`config.mk`:
```
export PLATFORM = sky130hd
export DESIGN_NAME = canvas_write_ctrl
export DESIGN_NICKNAME = d
export VERILOG_FILES = /design/src/rtl/canvas_pkg.sv /design/src/rtl/rect_scanner.sv /design/src/rtl/canvas_write_ctrl.sv
export SDC_FILE = /design/constraint.sdc
export NUM_CORES = 1
export LEC_CHECK = 0
export ABC_AREA = 1
export BUFFER_PORTS_ARGS = -buffer_cell sky130_fd_sc_hd__clkbuf_2
export CORE_ASPECT_RATIO = 0.75
export CORE_MARGIN = 2
export CORE_UTILIZATION = 40
export CTS_BUF_LIST = sky130_fd_sc_hd__clkbuf_8 sky130_fd_sc_hd__clkbuf_16
export DETAILED_ROUTE_END_ITERATION = 10
export GPL_ROUTABILITY_DRIVEN = 0
export GPL_TIMING_DRIVEN = 1
export HOLD_SLACK_MARGIN = 0.06
export PLACE_DENSITY_LB_ADDON = 0.05
export SLEW_MARGIN = 20
export SYNTH_ARGS = -nofsm -noshare
export SYNTH_HDL_FRONTEND = slang
export SYNTH_SLANG_ARGS = --single-unit
```
`constraint.sdc`:
```
create_clock -name clk -period 3.13 [get_ports clk]
set_input_delay 0.626 -clock clk [delete_from_list [all_inputs] [get_ports clk]]
set_output_delay 0.626 -clock clk [all_outputs]
set_load 0.01 [all_outputs]
```
`src/rtl/canvas_pkg.sv`:
```
// Shared types and defaults for the frame-buffer write controller.
package canvas_pkg;

  typedef enum logic [1:0] {
    OP_PAINT     = 2'b00,
    OP_CLEAR     = 2'b01,
    OP_SET_COLOR = 2'b10,
    OP_SET_SIZE  = 2'b11
  } cmd_op_e;

  typedef enum logic [1:0] {
    StIdle,
    StPaint,
    StClear
  } state_e;

  localparam int unsigned H_RES_DEF = 640;
  localparam int unsigned V_RES_DEF = 480;

  localparam logic [2:0] BRUSH_COLOR_RST = 3'b101;

endpackage

```
`src/rtl/rect_scanner.sv`:
```
// Walks a rectangle in raster order (y outer, x inner), one pixel per step.
module rect_scanner #(
  parameter int unsigned XW = 10,
  parameter int unsigned YW = 10
) (
  input  logic          clk,
  input  logic          reset_n,
  input  logic          load,
  input  logic          step,
  input  logic [XW-1:0] ld_x0,
  input  logic [YW-1:0] ld_y0,
  input  logic [XW-1:0] ld_x1,
  input  logic [YW-1:0] ld_y1,
  output logic [XW-1:0] x,
  output logic [YW-1:0] y,
  output logic          last,
  output logic          next_last
);

  logic [XW-1:0] x_q, x0_q, x1_q, nx;
  logic [YW-1:0] y_q, y1_q, ny;
  logic          eol;

  always_comb begin
    eol       = (x_q == x1_q);
    nx        = eol ? x0_q : x_q + XW'(1);
    ny        = eol ? y_q + YW'(1) : y_q;
    last      = eol && (y_q == y1_q);
    // Lets the controller leave its busy state as the final pixel is presented.
    next_last = (nx == x1_q) && (ny == y1_q);
  end

  always_ff @(posedge clk or negedge reset_n) begin
    if (!reset_n) begin
      x_q  <= '0;
      y_q  <= '0;
      x0_q <= '0;
      x1_q <= '0;
      y1_q <= '0;
    end else if (load) begin
      x_q  <= ld_x0;
      y_q  <= ld_y0;
      x0_q <= ld_x0;
      x1_q <= ld_x1;
      y1_q <= ld_y1;
    end else if (step) begin
      x_q <= nx;
      y_q <= ny;
    end
  end

  assign x = x_q;
  assign y = y_q;

endmodule

```
`src/rtl/canvas_write_ctrl.sv`:
```
// Turns drawing commands into one-pixel-per-cycle writes for the pixel store.
module canvas_write_ctrl
  import canvas_pkg::*;
#(
  parameter int unsigned H_RES = H_RES_DEF,
  parameter int unsigned V_RES = V_RES_DEF,
  parameter int unsigned XW    = 10,
  parameter int unsigned YW    = 10,
  parameter int unsigned CW    = 3,
  parameter int unsigned SW    = 3,
  parameter int unsigned AW    = (CW > SW) ? CW : SW
) (
  input  logic          clk,
  input  logic          reset_n,
  input  logic          cmd_valid,
  output logic          cmd_ready,
  input  logic [1:0]    cmd_op,
  input  logic [XW-1:0] cmd_x,
  input  logic [YW-1:0] cmd_y,
  input  logic [AW-1:0] cmd_arg,
  output logic          wr_en,
  output logic [XW-1:0] wr_x,
  output logic [YW-1:0] wr_y,
  output logic [CW-1:0] wr_color,
  output logic          busy
);

  localparam logic [XW-1:0] XMAX = XW'(H_RES - 1);
  localparam logic [YW-1:0] YMAX = YW'(V_RES - 1);

  state_e        state_q, state_d;
  logic [CW-1:0] brush_color_q, brush_color_d;
  logic [SW-1:0] brush_size_q, brush_size_d;
  logic          wr_en_q, wr_en_d;
  logic [CW-1:0] wr_color_q, wr_color_d;

  logic          load, step, on_screen;
  logic [XW-1:0] ld_x0, ld_x1, clip_x0, clip_x1;
  logic [YW-1:0] ld_y0, ld_y1, clip_y0, clip_y1;
  logic          scan_last, scan_next_last;

  logic signed [XW:0] px_lo, px_hi;
  logic signed [YW:0] py_lo, py_hi;

  // Signed one-bit-wider arithmetic so the low edge can go negative before clipping.
  always_comb begin
    px_lo   = $signed({1'b0, cmd_x}) - $signed({{(XW + 1 - SW){1'b0}}, brush_size_q});
    px_hi   = $signed({1'b0, cmd_x}) + $signed({{(XW + 1 - SW){1'b0}}, brush_size_q});
    py_lo   = $signed({1'b0, cmd_y}) - $signed({{(YW + 1 - SW){1'b0}}, brush_size_q});
    py_hi   = $signed({1'b0, cmd_y}) + $signed({{(YW + 1 - SW){1'b0}}, brush_size_q});
    clip_x0 = px_lo[XW] ? '0 : px_lo[XW-1:0];
    clip_y0 = py_lo[YW] ? '0 : py_lo[YW-1:0];
    clip_x1 = (px_hi > $signed({1'b0, XMAX})) ? XMAX : px_hi[XW-1:0];
    clip_y1 = (py_hi > $signed({1'b0, YMAX})) ? YMAX : py_hi[YW-1:0];
    on_screen = (cmd_x <= XMAX) && (cmd_y <= YMAX);
  end

  always_comb begin
    state_d       = state_q;
    brush_color_d = brush_color_q;
    brush_size_d  = brush_size_q;
    wr_en_d       = 1'b0;
    wr_color_d    = wr_color_q;
    load          = 1'b0;
    step          = 1'b0;
    ld_x0         = '0;
    ld_y0         = '0;
    ld_x1         = XMAX;
    ld_y1         = YMAX;
    unique case (state_q)
      StIdle: begin
        if (cmd_valid) begin
          unique case (cmd_op)
            OP_SET_COLOR: brush_color_d = cmd_arg[CW-1:0];
            OP_SET_SIZE:  brush_size_d  = cmd_arg[SW-1:0];
            OP_PAINT: begin
              if (on_screen) begin
                load       = 1'b1;
                ld_x0      = clip_x0;
                ld_y0      = clip_y0;
                ld_x1      = clip_x1;
                ld_y1      = clip_y1;
                wr_en_d    = 1'b1;
                wr_color_d = brush_color_q;
                if (!((clip_x0 == clip_x1) && (clip_y0 == clip_y1))) state_d = StPaint;
              end
            end
            OP_CLEAR: begin
              load       = 1'b1;
              wr_en_d    = 1'b1;
              wr_color_d = cmd_arg[CW-1:0];
              if ((XMAX != '0) || (YMAX != '0)) state_d = StClear;
            end
          endcase
        end
      end
      StPaint, StClear: begin
        step    = 1'b1;
        wr_en_d = 1'b1;
        if (scan_next_last || scan_last) state_d = StIdle;
      end
      default: state_d = StIdle;
    endcase
  end

  always_ff @(posedge clk or negedge reset_n) begin
    if (!reset_n) begin
      state_q       <= StIdle;
      brush_color_q <= CW'(BRUSH_COLOR_RST);
      brush_size_q  <= '0;
      wr_en_q       <= 1'b0;
      wr_color_q    <= '0;
    end else begin
      state_q       <= state_d;
      brush_color_q <= brush_color_d;
      brush_size_q  <= brush_size_d;
      wr_en_q       <= wr_en_d;
      wr_color_q    <= wr_color_d;
    end
  end

  rect_scanner #(
    .XW(XW),
    .YW(YW)
  ) u_scanner (
    .clk      (clk),
    .reset_n  (reset_n),
    .load     (load),
    .step     (step),
    .ld_x0    (ld_x0),
    .ld_y0    (ld_y0),
    .ld_x1    (ld_x1),
    .ld_y1    (ld_y1),
    .x        (wr_x),
    .y        (wr_y),
    .last     (scan_last),
    .next_last(scan_next_last)
  );

  assign cmd_ready = (state_q == StIdle);
  assign busy      = ~cmd_ready;
  assign wr_en     = wr_en_q;
  assign wr_color  = wr_color_q;

endmodule

```
==> qor.csv <==
metric;value;unit
average instance area after synthesis;6.46;um2
Die Y;105;um
Peak supply drop;0.430;mV
worst-path maximum fanout;14;
final slew viol count;0;
Top cell by count, worst path;nand2_1;
Final Instance Area;6300;um2
Die Width;138;um
Cells after Synth;838;
final hold vios;0;
core footprint;13100;um2
vias in the first global route;5010;
Clock Sinks;62;
clk_skew;0.00626;ns
Most used DFF post-synth;dfrtp_1;
clock-pin slew of the registers on the worst-case setup and hold paths;0.06;ns
CP peak stage delay;0.39;ns
register area share after synthesis;28.7;%
CTS tree;done;
Async SR Flop Fraction;100;%
WP data required;3.37;ns
period utilisation layout;92.7;%
final critical-path required period;2.90;ns
crit path kind;flip-flop to flip-flop;
largest net degree at the start of global routing;45;
EDFF count, synth;0;
Hold/Removal Path Class;input pin to asynchronous set/reset pin;
H-tree depth;3;
Max Freq;345;MHz
# port buffers;53;
Ant. Diodes;0;
total global routing overflow;0;
initial core utilization;41.3;%
IO Pins;54;
drt pass-1 iters;5;
cts-stage hold buffer count;0;
Total GRT Usage;22.4;%
vias per cell;5.05;
PwrDens;867;nW/um2
mapped cell area;5410;um2
Non-Filler Instances;1076;
max-cap violations;0;
Syn Nets;886;
Std-Cell Rows;36;
Routed Antenna Nets;0;
initial DRC count;372;
worst-skew pair later-pin latency;0.34;ns
Critical Path, Cell by Cell;clkinvlp_4, ha_1, nor2_1, nand3_1, nand2_1, nand2_1, nand2_1, nand2_1, nand3_4, nand2_1, nand2_1, nand2_1, nor2_1, nand3_1, nor2_1, nand3_1, nand2_1, nand2_2, nand3_1, nand2_1;
FF+latch count, synth;62;
synth warn;0;
routed via count;5433;
first-pass GRT wire length;26.0;mm
most frequent cells after synthesis;nand2_1, inv_1, nor2_1;
post-synth top area share;27.7;%
CP Buf/Inv Count;1;
DRC;0;
Top delay family on crit path;simple AND/OR/NAND/NOR gates;
die area;14500;um2
NumNets Final;948;
post-synth top area cell;dfrtp_1;
Detail Placement HPWL;12.5;mm
Slew @ Worst Pin;0.758;ns
slowest cell on the critical path;dfrtp_1;
CP Capture Type;flip-flop;
crit path launch type;flip-flop;
Netlist cell types;40;
pre-CTS setup slack;-0.101;ns
worst hold slack;0.177;ns
clock buffer depth;2;
setup TNS;0;ns
WP data arrival;3.14;ns
Layout area overhead;16.5;%
total power;5.46;mW
Num CTS Buffers;9;
top cells by area, synth;dfrtp_1, nand2_1, inv_1;
Final Setup Violations;0;
worst setup margin;0.228;ns
setup bufs post-CTS;0;
wire length per cell;14.8;um
Core Util, Final;48.1;%
share of cells above drive strength 1;16.5;%
Cells after DPL;1060;
Area after DPL;5910;um2
Lkg Pwr;3.28;nW
status;completed;
wirelength, routed;16.0;mm
initial antenna violation count;0;
slew margin rel.;49.4;%
count leader, synth;nand2_1;
Root Buffer;clkbuf_16;
==> layer usage <==
metal / wire [um] / share of wire, % / track usage (%) / vias up
met1: 8680 / 54 / 35.9 / 2515
met4: 191 / 1.2 / 5.10 / 0
met3: 841 / 5.3 / 4.67 / 18
li1: - / - / - / 2760
met5: 0 / 0 / 0 / -
met2: 6250 / 39 / 30.1 / 140
==> worst paths after layout <==
check | slack (ns) | cells past startpoint | end | from
worst max-delay path | 0.23 | 20 | state_q[1] | brush_size_q[1]
worst min-delay path | 0.18 | 1 | u_scanner.x0_q[6] | reset_n
worst max register to register | 0.23 | 20 | state_q[1] | brush_size_q[1]
worst min register to register | 0.51 | 2 | brush_color_q[0] | brush_color_q[0]
max in group asynchronous | 2.20 | 2 | brush_color_q[2] | reset_n
min in group clk | 0.51 | 2 | brush_color_q[0] | brush_color_q[0]
==> registers in the layout (all words and copies together), names as in the netlist <==
signal          cells
u_scanner.y1_q     10
state_q             2
wr_color            3
u_scanner.y        10
wr_en               1
u_scanner.x        10
u_scanner.x0_q     10
u_scanner.x1_q     10
brush_color_q       3
brush_size_q        3
==> power by group <==
group	switching [mW]	internal (mW)	total (mW)
Sequential	0.335	1.12	1.45
Clock	0.385	0.701	1.09
Combinational	1.84	1.09	2.93
Total	2.56	2.90	5.46
==> cells by family (layout without fill, tap and decap cells) <==
logic type | after synthesis | in the layout | share of synthesized area (%)
AOI/OAI and AO/OA | 110 | 110 | 11.7
xor gates and xnor gates | 43 | 43 | 6.96
adders and majority gates | 20 | 20 | 5.18
buffers and inverters | 162 | 229 | 12.3
DFF | 62 | 62 | 28.7
muxes | 2 | 2 | 0.416
and+or+nand+nor | 439 | 439 | 34.8
==> cell usage in the layout, fill, tap and decap left out, types with 3 or more instances in the layout <==
master,count
clkbuf_8,4
xnor2_1,13
o22ai_1,19
o211ai_1,5
inv_1,134
o21ai_1,6
o21ai_0,39
nor3_1,10
a21oi_2,3
nand2_2,13
xor2_1,30
inv_2,6
clkbuf_16,9
nand4_1,6
nor2_2,8
buf_4,18
a31oi_1,8
nor2_1,73
or2_2,4
a21oi_1,21
ha_1,13
fa_2,3
nand2_1,247
dfrtp_1,59
nand3_1,64
nand3_2,3
o21ai_2,4
clkbuf_2,53
==> area by class of cell <==
| class | count | area, um2 |
|---|---|---|
| tap | 171 | 214 |
| timing repair buffer | 72 | 420 |
| inverter | 141 | 533 |
| clock inverter | 3 | 40.0 |
| fill | 1372 | 6810 |
| sequential | 62 | 1560 |
| multi-input combinational | 614 | 3260 |
| clock buffer | 13 | 280 |
==> what timing repair did <==
item | 4_1_cts | 5_1_grt
endpoints found under the setup margin | 0 | 2
gates resized for setup | 0 | 19
endpoints found under the hold margin | 0 | 0
No activity file was read; power rests on OpenSTA's default activity.
